File: config.mk
export PLATFORM = sky130hd
export DESIGN_NAME = hash_byte_sequencer
export DESIGN_NICKNAME = d
export VERILOG_FILES = /design/src/rtl/hash_pkg.sv /design/src/rtl/hash_byte_sequencer.sv
export SDC_FILE = /design/constraint.sdc
export NUM_CORES = 1
export LEC_CHECK = 0
export CORE_MARGIN = 3
export CORE_UTILIZATION = 25
export CTS_BUF_LIST = sky130_fd_sc_hd__clkbuf_4
export DETAILED_ROUTE_END_ITERATION = 10
export GPL_TIMING_DRIVEN = 1
export PLACE_DENSITY = 0.83
export RECOVER_POWER = 25
export SLEW_MARGIN = 20
export SYNTH_ARGS = -nofsm -noshare
export SYNTH_HDL_FRONTEND = slang
export SYNTH_SLANG_ARGS = --single-unit
File: constraint.sdc
create_clock -name clock -period 2.2 [get_ports clock]
set_clock_uncertainty 0.2 [all_clocks]
set_input_delay 0.66 -clock clock [delete_from_list [all_inputs] [get_ports clock]]
set_output_delay 0.66 -clock clock [all_outputs]
set_load 0.005 [all_outputs]
File: src/rtl/hash_pkg.sv
// hash_pkg: shared constants and sequencer state encoding for the byte-wise hash datapath
package hash_pkg;
  localparam int HASH_ROUNDS = 8;
  localparam int HASH_IDX_W = 3;
  localparam int HASH_DIGEST_W = 32;
  localparam logic [31:0] HASH_H_INIT = 32'h3FA1EF23;
  typedef enum logic [2:0] {IDLE, START, LOAD, ROUND, DONE, ERR} seq_state_t;
endpackage

File: src/rtl/hash_byte_sequencer.sv
// hash_byte_sequencer: frames a host byte stream into core start, byte loads and nibble rounds
// Ports: clock/rst (sync, active-high); s_data/s_valid/s_last/s_ready host stream;
//   core_B/core_start/core_validate_in/core_switch_op/core_validate_h/core_R_i drive the core;
//   core_cnt_ok/core_digest come back from it; digest/digest_valid/err report the result.
// Config: HASH_SEQ_DIGEST_REG_EN registers the digest in DONE (held until next START);
//   otherwise digest follows core_digest while digest_valid and reads H_INIT elsewhere.
module hash_byte_sequencer
  import hash_pkg::*;
#(
  parameter int ROUNDS = HASH_ROUNDS,
  parameter int IDX_W = HASH_IDX_W,
  parameter int DIGEST_W = HASH_DIGEST_W,
  parameter logic [DIGEST_W-1:0] H_INIT = HASH_H_INIT
) (
  input  logic                clock,
  input  logic                rst,
  input  logic [7:0]          s_data,
  input  logic                s_valid,
  input  logic                s_last,
  output logic                s_ready,
  output logic [7:0]          core_B,
  output logic                core_start,
  output logic                core_validate_in,
  output logic                core_switch_op,
  output logic                core_validate_h,
  output logic [IDX_W-1:0]    core_R_i,
  input  logic                core_cnt_ok,
  input  logic [DIGEST_W-1:0] core_digest,
  output logic [DIGEST_W-1:0] digest,
  output logic                digest_valid,
  output logic                err
);
  seq_state_t state_q, state_d;
  logic [IDX_W-1:0] r_idx_q, r_idx_d;
  logic last_q, last_d, err_q, err_d;
  logic [7:0] core_b_q, core_b_d;
  // strobes are suppressed while rst is high so an abandoned message issues nothing
  logic run;
  assign run = !rst;
  assign s_ready = run && state_q == LOAD && core_cnt_ok;
  assign core_start = run && state_q == START;
  assign core_validate_in = s_ready && s_valid;
  assign core_switch_op = run && state_q == ROUND;
  assign core_validate_h = core_switch_op;
  assign core_R_i = r_idx_q;
  assign digest_valid = run && state_q == DONE;
  assign err = err_q;
  // the core latches B in the handshake cycle, so present the byte directly then
  assign core_B = core_validate_in ? s_data : core_b_q;
  always_comb begin
    state_d = state_q;
    r_idx_d = r_idx_q;
    last_d = last_q;
    err_d = err_q;
    core_b_d = core_b_q;
    case (state_q)
      IDLE: state_d = s_valid ? START : IDLE;
      START: state_d = LOAD;
      LOAD: begin
        if (s_valid && core_cnt_ok) begin
          core_b_d = s_data;
          last_d = s_last;
          r_idx_d = '0;
          state_d = ROUND;
        end else if (s_valid) begin
          err_d = 1'b1;
          state_d = ERR;
        end
      end
      ROUND: begin
        r_idx_d = (r_idx_q == IDX_W'(ROUNDS - 1)) ? '0 : r_idx_q + 1'b1;
        state_d = (r_idx_q == IDX_W'(ROUNDS - 1)) ? (last_q ? DONE : LOAD) : ROUND;
      end
      DONE: state_d = IDLE;
      ERR: state_d = ERR;
      default: state_d = IDLE;
    endcase
  end
  always_ff @(posedge clock) begin
    if (rst) begin
      state_q <= IDLE;
      r_idx_q <= '0;
      last_q <= 1'b0;
      err_q <= 1'b0;
      core_b_q <= '0;
    end else begin
      state_q <= state_d;
      r_idx_q <= r_idx_d;
      last_q <= last_d;
      err_q <= err_d;
      core_b_q <= core_b_d;
    end
  end
`ifdef HASH_SEQ_DIGEST_REG_EN
  logic [DIGEST_W-1:0] digest_q, digest_d;
  assign digest_d = (state_q == START) ? H_INIT : (state_q == DONE) ? core_digest : digest_q;
  always_ff @(posedge clock) begin
    if (rst) digest_q <= H_INIT;
    else digest_q <= digest_d;
  end
  assign digest = digest_valid ? core_digest : digest_q;
`else
  assign digest = digest_valid ? core_digest : H_INIT;
`endif
endmodule
# Word level (Yosys, flattened, before mapping)
# Index checks and enable logic that the tools add are counted.
# word_totals
in_bits,45
out_inout_bits,50
register_bits,16
word_cells,39
# classes
n_addsub,1
eq_ne,8
n_bitwise,1
n_reduce_logical,13
mux,11
# ops
op,count
2-to-1 mux 32 bit,1
2-to-1 mux 3 bit,6
one-hot mux 3 bit (5 select lines),1
"equality test 3 bit, second input constant",3
2-to-1 mux 8 bit,1
logical AND 1 bit,7
"equality test 3 x 2 -> 1 bit, second input constant",2
one-hot mux 3 bit (2 select lines),1
AND reduction 2 bit,2
"adder 3 x 1 -> 3 bit, second input constant",1
"equality test 3 x 1 -> 1 bit, second input constant",1
logical NOT 3 bit,1
"!= test 3 x 2 -> 1 bit, second input constant",1
AND reduction 3 bit,1
"!= test 2 x 1 -> 1 bit, second input constant",1
nonzero test 2 bit,1
logical NOT 1 bit,1
2-to-1 mux 1 bit,1
inverter 1 bit,1

# Logic depth before layout (Yosys ltp)
# depth
ltp_word,5
depth_mapped,5
depth_no_buf,5

# Worst setup path before layout
# Ideal clock, no wire load.
# synth_timing
path_kind,flip-flop to output port
startpoint,register state_q[1]
endpoint,output core_B[0]
stages_incl_launch_ff,5
setup_slack_ns,-0.163
arrival_time_ns,1.503
t_required_ns,1.340
n_path_buf,1
path_cell_list,dfxtp_1 -> buf_4 -> or3b_4 -> nor3_4 -> mux2_2
# synth_between
elab_chain_cells,5
# synth_lines
item,line_no,source
start: declaration,hash_byte_sequencer.sv:33,"seq_state_t state_q, state_d;"
start signal: assignment,hash_byte_sequencer.sv:87,state_q <= state_d;
equality test 3 x 2 -> 1 bit,hash_byte_sequencer.sv:40,assign s_ready = run && state_q == LOAD && core_cnt_ok;
logical AND 1 bit (2 in series),hash_byte_sequencer.sv:40,
logical AND 1 bit,hash_byte_sequencer.sv:42,assign core_validate_in = s_ready && s_valid;
2-to-1 mux 8 bit,hash_byte_sequencer.sv:49,assign core_B = core_validate_in ? s_data : core_b_q;
end: declaration,hash_byte_sequencer.sv:21,"output logic [7:0] core_B,"
# No other way between the ends.

# Worst setup path after layout
# layout_timing
startpoint,register state_q[2]
endpoint,output core_B[7]
# The elaborated chain is that of the path after synthesis.

==> results.md <==
- Outcome: finished with violations
- Failing checks: negative setup slack
- FP Rows: 22
- Post-synth top area cell: dfxtp_1
- Total Wirelength: 4650 um
- Vias per cell: 4.62
- Max-cap viol count: 0
- Residual DRC count: 0
- Final GP Congestion: between 0.7 and 0.8
- WS Path Type: reg2out
- Synth-to-Final Area Change: 168%
- Die W: about 70 um
- Main synth FF type: dfxtp_1
- Yosys warning count: 0
- Vias in the first global route: 1428
- Worst EP arrival: 1.90 ns
- Pleak: 0.00119 uW
- Height of the die: around 69 um
- Max Slew Vio Count: 0
- Pre-antenna DRT Iters: 4
- Most frequent cell after synthesis: nand2b_1
- Fin. Hold Viols: 0
- Worst Tran Pin Value: 0.581 ns
- Antenna diodes: 0
- Syn Inst Count: approximately 110
- Pin count of the biggest net entering global routing: 12
- Sw power: 212 uW
- DIE AREA: ~4800 um2
- CP startpoint kind: register
- Syn Area/Cell: 9.06 um2
- Ports: 95
- Core area: 3770 um2
- Setup ws final: -0.559 ns
- FFs w/ async S/R, synth: 0%
- Clk pwr share: 18.8%
- Critical path capture point type: output pin
- Post-synth top cells: 20 x nand2b_1, 16 x dfxtp_1, 13 x and2_1
- H-tree Lvls: 1
- Comb power frac: 43.1%
- Dpl hpwl: 2630 um
- Switching portion of total power: 26.2%
- Initial Util: between 20% and 30%
- # setup viols final: between 40 and 50
- GRT overflow: 0
- Cell mode on critical path: buf_6
- Nets: 294
- Sequential Area: 323 um2
- Setup_tns: -14.86 ns
- Placed Cells: roughly 260
- Total track usage: 17.1%
- Reg2reg setup slack: 0.18 ns
- Syn Nets: 158
- First-pass GRT wire length: around 6800 um
- Wirelength per Cell: 15.8 um
- Antenna-violating nets left: 0
- Root buf cell: clkbuf_4
- Max-slew headroom: 61.2%
- DRC marker count from the first detailed-route iteration: 13
- Internal: approximately 600 uW
- Layout cell share with drive strength beyond 1: 58.1%
- Filler cells: 258
- Number of synthesized flops with an enable pin: 0
- VDD IR max: 0.241 mV
- Non-filler instance count after layout: between 200 and 300
- CP Cell Sequence: or3b_4 > nor3_4 > buf_6 > mux2_4 > buf_6
- Crit path max fanout: 7
- Syn Std Cell Area: 1010 um2
- Sequential share of power: 38.1%
- Achievable frequency: 362 MHz
- Yosys top cell area share: 31.8%
- Yosys cell types: 31
- Final Cycle Share: 125%
- CTS tree: built
- CTS sink count: 16
- Min cycle time layout: 2.76 ns
- Sequential share of the synthesized area: about a third
- RSZ-0062 raised after global routing: true
- Crit-path slowest cell: or3b_4
- Clock transition at the registers of the reported paths: 0.09 ns
- WP data required: ~1.3 ns
- HP Class: reg2reg
- Num CTS Buffers: 3
- Cell Pwr Density: 301 nW/um2
- Initial antenna violation count: 0
- Delay of the slowest critical-path stage: approximately 0.41 ns
- Clk Latency, worst-skew pair: roughly 0.28 ns
- Via count: 1357
- Buffers on Ports: 94
- Multi-input gate area: 841 um2
- FF+latch count, synth: 16
- Worst slack, placed: -1.09 ns
- Synth top area cells: dfxtp_1 32%, nand2b_1 12%, mux2_2 9.0%, and2_1 8.1%, a22o_1 7.8%
- Clock buffer depth: 2
-- placed cells by master (no fill, tap or decap), drive strengths merged, types with 4 or more instances in the layout --
cell and instances:
a22o 9, a31oi 4, and2 13, buf 91, clkbuf 5, clkdlybuf4s50 45
dfxtp 16, mux2 8, nand2b 20, nor3b 4
-- flip-flops by register name, indices dropped and copies added, names as in the netlist --
signal / count
err: 1
core_R_i: 3
last_q: 1
state_q: 3
core_b_q: 8
-- worst max-delay path, delay by kind of cell, from the launching register on --
family	cells	cell delay, ns
buf+inv	2	0.31
flops	1	0.33
mux	1	0.32
simple gates	2	0.66
-- per-stage QoR --
stage,total power [uW],area [um2],hold slack [ns],util [%]
detailed placement,567,2130,0.256,56.4
global placement,564,2130,0.253,56.4
floorplan,400,1010,0.238,-
finish,810,2690,0.284,71.4
global route,858,2690,0.318,71.4
CTS,777,2480,0.286,65.8
-- final timing paths --
path                            start                        to  cells after the start
min          core_b_q[5]$_SDFFE_PP0P_  core_b_q[5]$_SDFFE_PP0P_                      1
min reg2reg  core_b_q[5]$_SDFFE_PP0P_  core_b_q[5]$_SDFFE_PP0P_                      1
max           state_q[2]$_SDFFE_PP0P_                 core_B[7]                      5
max reg2reg   state_q[2]$_SDFFE_PP0P_  core_b_q[1]$_SDFFE_PP0P_                      9
-- power by group through the flow --
stage                     clock network, uW  logic, uW  registers (uW)
after floorplan                           0       86.3             314
after global placement                    0        250             314
after detailed placement                  0        253             314
after CTS                               162        307             308
after global routing                    176        370             311
final                                   152        349             309
-- cell families (layout without fill, tap and decap cells) --
group	Yosys count	count (layout)	share of synthesized area [%]
buffers and inverters	11	146	5.72
muxes	8	8	8.96
adders and majority gates	2	2	2.49
AOI/OAI and AO/OA	21	21	16.2
DFF	16	16	31.8
and+or+nand+nor	53	53	34.8
-- layer usage --
layer	global-route usage, %	part of all wire [%]
met1	20.0	42
met2	31.4	49
met3	4.06	7.5
met4	3.25	0.99
met5	0	0
-- area by class of cell --
type / count / share of cell area, %
Timing Repair Buffer: 140 / 53.3
Clock buffer: 3 / 0.836
Sequential cell: 16 / 12.0
Inverter: 2 / 0.279
Clock inverter: 1 / 0.139
Tap cell: 48 / 2.23
Multi-Input combinational cell: 84 / 31.2
-- timing repair --
| action | CTS | global route |
|---|---|---|
| gates cloned | 4 | 0 |
| endpoints found under the setup margin | 57 | 56 |
| gates resized for setup | 245 | 63 |
| hold buffers | 0 | 0 |
| pin swaps | 14 | 6 |
| buffers inserted | 24 | 11 |
(Power assumes the default switching activity.)
